--- config.mk ---
export PLATFORM = sky130hd
export DESIGN_NAME = serial_subtractor
export DESIGN_NICKNAME = d
export VERILOG_FILES = /design/src/rtl/serial_sub_pkg.sv /design/src/rtl/serial_subtractor_full_subtractor.sv /design/src/rtl/serial_subtractor.sv
export SDC_FILE = /design/constraint.sdc
export NUM_CORES = 1
export LEC_CHECK = 0
export BUFFER_PORTS_ARGS = -buffer_cell sky130_fd_sc_hd__buf_4
export CORE_ASPECT_RATIO = 1.4
export CORE_UTILIZATION = 44
export CTS_CLUSTER_DIAMETER = 120
export CTS_CLUSTER_SIZE = 16
export DETAILED_ROUTE_END_ITERATION = 10
export PLACE_DENSITY = 0.65
export SLEW_MARGIN = 10
export SYNTH_ARGS = -nofsm -noshare
export SYNTH_HDL_FRONTEND = slang
export SYNTH_SLANG_ARGS = --single-unit
export TNS_END_PERCENT = 50
--- constraint.sdc ---
create_clock -name clk -period 2.1 [get_ports clk]
set_clock_uncertainty 0.2 [all_clocks]
set_input_delay 0.105 -clock clk [delete_from_list [all_inputs] [get_ports clk]]
set_output_delay 0.105 -clock clk [all_outputs]
set_load 0.02 [all_outputs]
--- src/rtl/serial_sub_pkg.sv ---
// serial_sub_pkg
// Shared types and defaults for the bit-serial subtractor slice.
//   state_e      : controller states (IDLE/SHIFT/DONE, encoded 00/01/10)
//   DEFAULT_N    : default operand width
//   DEFAULT_CW   : default counter width (2**CW must exceed N)
//   DEFAULT_LAST : index of the final shift for the default width
//   last_idx()   : index of the final shift for any width
package serial_sub_pkg;

  typedef enum logic [1:0] {
    IDLE  = 2'b00,
    SHIFT = 2'b01,
    DONE  = 2'b10
  } state_e;

  localparam int DEFAULT_N  = 4;
  localparam int DEFAULT_CW = 3;

  function automatic int last_idx(input int n);
    return n - 1;
  endfunction

  localparam int DEFAULT_LAST = last_idx(DEFAULT_N);

endpackage

--- src/rtl/serial_subtractor_full_subtractor.sv ---
// full_subtractor
// One-bit combinational subtractor cell: a_i - b_i - bin_i.
// It is the borrow-form dual of the ripple adder's full-adder cell.
// Ports:
//   a_i    : minuend bit
//   b_i    : subtrahend bit
//   bin_i  : borrow in
//   d_o    : difference bit
//   bout_o : borrow out
module full_subtractor (
  input  logic a_i,
  input  logic b_i,
  input  logic bin_i,
  output logic d_o,
  output logic bout_o
);

  // A borrow leaves the cell when b exceeds a outright, or when a and b
  // are equal and an incoming borrow has to be passed along.
  assign d_o    = a_i ^ b_i ^ bin_i;
  assign bout_o = (~a_i & b_i) | (~(a_i ^ b_i) & bin_i);

endmodule

--- src/rtl/serial_subtractor.sv ---
// serial_subtractor
// Bit-serial N-bit subtractor computing diff = a - b - bin, LSB first,
// one bit per clock through a single full_subtractor cell and a
// registered borrow. Results are held until the next accepted start.
// Ports:
//   clk   : clock, rising edge
//   rst_n : asynchronous active-low reset
//   start : request, only looked at in IDLE
//   a, b  : minuend / subtrahend, captured on the accepting edge
//   bin   : borrow-in, captured on the accepting edge
//   busy  : high while SHIFT or DONE
//   done  : one-cycle pulse, diff/bout valid
//   diff  : registered difference
//   bout  : registered final borrow-out
module serial_subtractor
  import serial_sub_pkg::*;
#(
  parameter int N  = DEFAULT_N,
  parameter int CW = DEFAULT_CW
) (
  input  logic         clk,
  input  logic         rst_n,
  input  logic         start,
  input  logic [N-1:0] a,
  input  logic [N-1:0] b,
  input  logic         bin,
  output logic         busy,
  output logic         done,
  output logic [N-1:0] diff,
  output logic         bout
);

  localparam logic [CW-1:0] LAST = CW'(last_idx(N));

  state_e        state_q;
  logic [N-1:0]  a_sr_q;
  logic [N-1:0]  b_sr_q;
  logic [N-1:0]  d_sr_q;
  logic [N-1:0]  d_sr_d;
  logic          borrow_q;
  logic [CW-1:0] cnt_q;
  logic [N-1:0]  diff_q;
  logic          bout_q;
  logic          busy_q;
  logic          done_q;
  logic          d_bit;
  logic          bo_bit;

  full_subtractor u_cell (
    .a_i    (a_sr_q[0]),
    .b_i    (b_sr_q[0]),
    .bin_i  (borrow_q),
    .d_o    (d_bit),
    .bout_o (bo_bit)
  );

  // New difference bits enter at the MSB so that after N shifts the first
  // (least significant) bit has arrived at position 0.
  assign d_sr_d = {d_bit, d_sr_q[N-1:1]};

  always_ff @(posedge clk or negedge rst_n) begin
    if (!rst_n) begin
      state_q  <= IDLE;
      a_sr_q   <= '0;
      b_sr_q   <= '0;
      d_sr_q   <= '0;
      borrow_q <= 1'b0;
      cnt_q    <= '0;
      diff_q   <= '0;
      bout_q   <= 1'b0;
      busy_q   <= 1'b0;
      done_q   <= 1'b0;
    end else begin
      case (state_q)
        IDLE: begin
          done_q <= 1'b0;
          if (start) begin
            a_sr_q   <= a;
            b_sr_q   <= b;
            borrow_q <= bin;
            cnt_q    <= '0;
            d_sr_q   <= '0;
            state_q  <= SHIFT;
            busy_q   <= 1'b1;
          end
        end
        SHIFT: begin
          d_sr_q   <= d_sr_d;
          a_sr_q   <= a_sr_q >> 1;
          b_sr_q   <= b_sr_q >> 1;
          borrow_q <= bo_bit;
          cnt_q    <= cnt_q + CW'(1);
          // The final shift publishes the result directly from the
          // next-state value so diff is valid in the same cycle as done.
          if (cnt_q == LAST) begin
            diff_q  <= d_sr_d;
            bout_q  <= bo_bit;
            state_q <= DONE;
            done_q  <= 1'b1;
          end
        end
        DONE: begin
          state_q <= IDLE;
          busy_q  <= 1'b0;
          done_q  <= 1'b0;
        end
        default: begin
          state_q <= IDLE;
          busy_q  <= 1'b0;
          done_q  <= 1'b0;
        end
      endcase
    end
  end

  assign busy = busy_q;
  assign done = done_q;
  assign diff = diff_q;
  assign bout = bout_q;

endmodule

Word level (Yosys, flattened, before mapping)
Index checks and enable logic that the tools add are counted.
Widths: inputs -> output; s select.

operators by class
  equality and inequality tests = 4
  muxes and demuxes = 17
  add/sub/neg operators = 1
  bitwise logic cells = 8
  reduce and logical (&&, ||, !) cells = 6

operators with widths
  operator             count
  $pmux 4 s2           3
  $mux 4               3
  $reduce_and 2->1     4
  $pmux 3 s2           1
  $mux 1               4
  $mux 2               2
  $ne 2x2->1 const B   2
  $pmux 1 s2           2
  $pmux 2 s2           1
  $add 3x1->3 const B  1
  $eq 3x2->1 const B   1
  $mux 3               1
  $not 1->1            3
  $and 1x1->1          2
  $eq 2x1->1 const B   1
  $logic_not 2->1      1
  $reduce_bool 2->1    1
  $xor 1x1->1          2
  $or 1x1->1           1

storage, ports and cells
  bits of input ports = 12
  output and inout port bits = 7
  logic and storage cells = 46
  bits in registers = 25

Logic depth before layout (Yosys ltp)
  depth in word-level cells = 5
  mapped depth = 5
  depth with buffers taken out = 5

By module
A second synthesis with hierarchy kept.

unflattened totals
  cell total of the unflattened synthesis = 90
  area total of the unflattened synthesis = 1,062.3 um^2

modules (own cells, without submodules)
  module             cells an instance  area each (um^2)  instances  sequential area each (um^2)
  serial_subtractor  86                 1,031.0           1          600.6
  full_subtractor    4                  31.3              1          0.0

Worst setup path after synthesis
Ideal clock, no wire load.

  path kind = register to register
  from = reg cnt_q[0]
  to = reg diff_q[0] (netlist: diff[0])
  data required time = 1.775 ns
  stages on the path, launching flop included = 5
  clock period less this slack = 1.629 ns
  buffers on the path = 0
  arrival time = 1.304 ns
  path slack = 0.471 ns
  cells stage by stage = dfrtp_1 ha_1 ha_1 nand3b_1 mux2_2

between the ends
  longest elaborated chain between the ends = 2

RTL lines
  what                        line                     RTL
  start, declared             serial_subtractor.sv:41  logic [CW-1:0] cnt_q;
  start signal, assigned      serial_subtractor.sv:92  cnt_q <= cnt_q + CW'(1);
  $eq 3x2->1                  serial_subtractor.sv:95  if (cnt_q == LAST) begin
  $reduce_and 2->1 (no line)  --
  end signal, assigned        serial_subtractor.sv:96  diff_q <= d_sr_d;
  end, declared               serial_subtractor.sv:42  logic [N-1:0] diff_q;

No other way between the ends.
A chain may end at the register's enable or synchronous reset.

Worst setup path in the final report
  from = reg cnt_q[0]
  to = reg diff_q[1] (netlist: diff[1])

Same word-level chain as after synthesis.

==> key figures <==
Setup path
  • Critical path depth: 4
  • Top delay family on crit path: adder cells
  • WP data arrival: 1.75 ns
  • Setup crit start: cnt_q[0]$_DFFE_PN0P_
  • CP Capture Type: register
  • R2r startpoint: cnt_q[0]$_DFFE_PN0P_
  • Crit path largest cell delay: 0.41 ns
  • Crit-path most repeated cell: ha_1
  • CP max-delay cell: dfrtp_1
  • Worst path bufs/invs: 0
  • Crit path capture: diff[1]$_DFFE_PN0P_
  • Crit-path cells: ha_1, ha_1, nand3b_1, mux2_2
  • Startpoint types: register
  • CP Data Required Time: 2.09 ns
  • Critical path fanouts, max: 7
  • Worst r2r dst: diff[1]$_DFFE_PN0P_
  • Reg2reg setup slack: 0.35 ns
  • Reg2reg path depth: 4
  • Setup CP Type: reg -> reg

Global routing
  • All-Layer GR Usage: 18.7%
  • Initial antenna violation count: 0
  • Vias in the first global route: 803
  • Largest net degree at the start of global routing: 25
  • Overflow after GRT: 0
  • First-pass GRT wire length: 3530 um

Place
  • Port buffer count: 18
  • GPL Wtd Cong: 0.702
  • Detailed-placement wirelength estimate: 1360 um
  • Setup WS pre-CTS: 0.337 ns

Clocking
  • H-Tree Depth: 1
  • Bufs on Longest Clock Path: 2
  • Clock sink count: 24
  • CTS resizes: 0
  • TritonCTS clock tree: yes
  • Worst skew pair latency: 0.30 ns
  • Num CTS Buffers: 3
  • Hold buffer count at cts: 10
  • Clock slew at reported path FFs: 0.13 ns
  • Root Driver: clkbuf_4
  • Setup bufs post-CTS: 0

STA
  • Fin worst setup slack: 0.346 ns
  • Setup TNS: 0 ns
  • Final-report hold violation count: 0
  • Slew @ Worst Pin: 0.484 ns
  • Final period util: 83.5%
  • Final setup viols: 0
  • Final Max Slew Viols: 0
  • Fmax: 570 MHz
  • RSZ-0062 raised after global routing: no
  • Tmin final: 1.75 ns
  • Worst slew margin: 67.7%

Floorplanning
  • DIE AREA: 2560 sq um
  • Die Span Y: 59.5 um
  • Area of the core: 2200 sq um
  • Initial Util: 47.2%
  • Row count: 20
  • Die width: 43.1 um
  • Boundary Pins: 19

Power and ir drop
  • Pwr Total: 1780 uW
  • PD cells: 1380 nW/um^2
  • Leak: 0.000617 uW
  • Worst vdd ir: 0.735 mV

Outcome
  • Status: finished, final reports clean

Final layout
  • Post-layout nets: 137
  • Fraction of layout cells with a size suffix above 1: 21.7%
  • Commonest non-fill, non-tap cell in the layout: dfrtp_1
  • Antenna cells: 0
  • Area growth syn-to-layout: 24.8%
  • Most frequent cells in the layout: dfrtp_1, buf_4, o22ai_1, dlygate4sd3_1

Route
  • Drt drc: 0
  • Routed Antenna Nets: 0
  • DR vias/cell: 5.54
  • Iter 0 DRT Violations: 23
  • WL/cell: 14.1 um
  • Drt total wl: 2000 um
  • Total number of vias: 786
  • First-pass iteration count of the detailed router: 4

Logic synthesis
  • Cells after Synth: 93
  • Mapped cell area: 1040 sq um
  • Yosys reg bits: 24
  • Sequential share of the synthesized area: 57.8%
  • Synth area leader: dfrtp_1
  • Post-Syn Nets: 108
  • Yosys cell types: 24
  • Top cells by area, synth: dfrtp_1, o22ai_1, mux2_2
  • Warnings, synthesis: 0
  • Area share of the largest cell type after synthesis: 57.8%
  • Mapped Avg Cell Area: 11.2 sq um

Run
  • Max_cap viols: 0

Min path
  • Worst Hold Class: in -> async
[final cells by class]
type	count	area, sq um
Inverter	8	30.0
Multi-Input combinational cell	57	380
Tap cell	22	27.5
Timing Repair Buffer	28	235
Clock buffer	3	22.5
Sequential cell	24	601
Fill cell	208	906
[how the worst min path moves through the flow]
stage,to,cells after the start
final,bout$_DFFE_PN0P_,2
after global routing,a_sr_q[0]$_DFFE_PN0P_,2
after CTS,d_sr_q[1]$_DFFE_PN0P_,2
after detailed placement,d_sr_q[1]$_DFFE_PN0P_,1
after global placement,cnt_q[2]$_DFFE_PN0P_,1
after floorplan,a_sr_q[0]$_DFFE_PN0P_,0
[flip-flops by register name, summed over array words and instances, names as in the netlist]
| signal | flops |
|---|---|
| cnt_q | 3 |
| state_q | 2 |
| d_sr_q | 3 |
| diff | 4 |
| done | 1 |
| bout | 1 |
| b_sr_q | 4 |
| busy | 1 |
| a_sr_q | 4 |
| borrow_q | 1 |
[cells in the mapped netlist]
cell       n
nor2b_1    1
a22o_1     4
buf_2      1
nand2b_1   2
o21bai_1   1
fa_1       1
nand2_1    6
buf_4      1
a221oi_1   1
or2_2      1
o22ai_1   10
dfrtp_1   24
mux2_2     4
inv_1      8
nor2_1     4
ha_1       2
or2b_1     1
o32ai_1    1
a21oi_1    8
nand3b_1   1
buf_6      1
or4b_1     1
clkbuf_1   1
o21ai_0    8
[through the flow]
stage | hold slack (ns) | utilization (%) | instances | cell area [sq um]
finish | 0.0198 | 58.9 | 142 | 1300
detailed placement | -0.182 | 53.3 | 129 | 1170
global route | 0.0391 | 58.9 | 142 | 1300
floorplan | -0.391 | - | 93 | 1040
global placement | -0.181 | 53.3 | 129 | 1170
CTS | 0.0263 | 58.9 | 142 | 1300
[report_power, final]
group | total [uW] | switching (uW) | internal (uW)
sequential | 833 | 160 | 674
combinational | 759 | 396 | 363
clock | 191 | 124 | 66.8
[per-layer routing]
layer | global-route usage (%) | share of wire (%) | vias to the layer above
li1 | - | - | 386
met1 | 23.6 | 45 | 382
met2 | 33.1 | 51 | 16
met3 | 1.83 | 3.4 | 2
met4 | 6.49 | 0.50 | 0
met5 | 0 | 0 | -
[cell families (layout without fill, tap and decap cells)]
logic type                 after synthesis  after routing  synth area share, %
and+or+nand+nor                         17             17                 8.43
DFF                                     24             24                 57.8
adders and majority gates                3              3                 4.34
muxes                                    4              4                 4.34
AOI/OAI and AO/OA                       33             33                 19.5
buffers and inverters                   12             39                 5.54
Note: power is estimated with default switching activity, not from simulation.
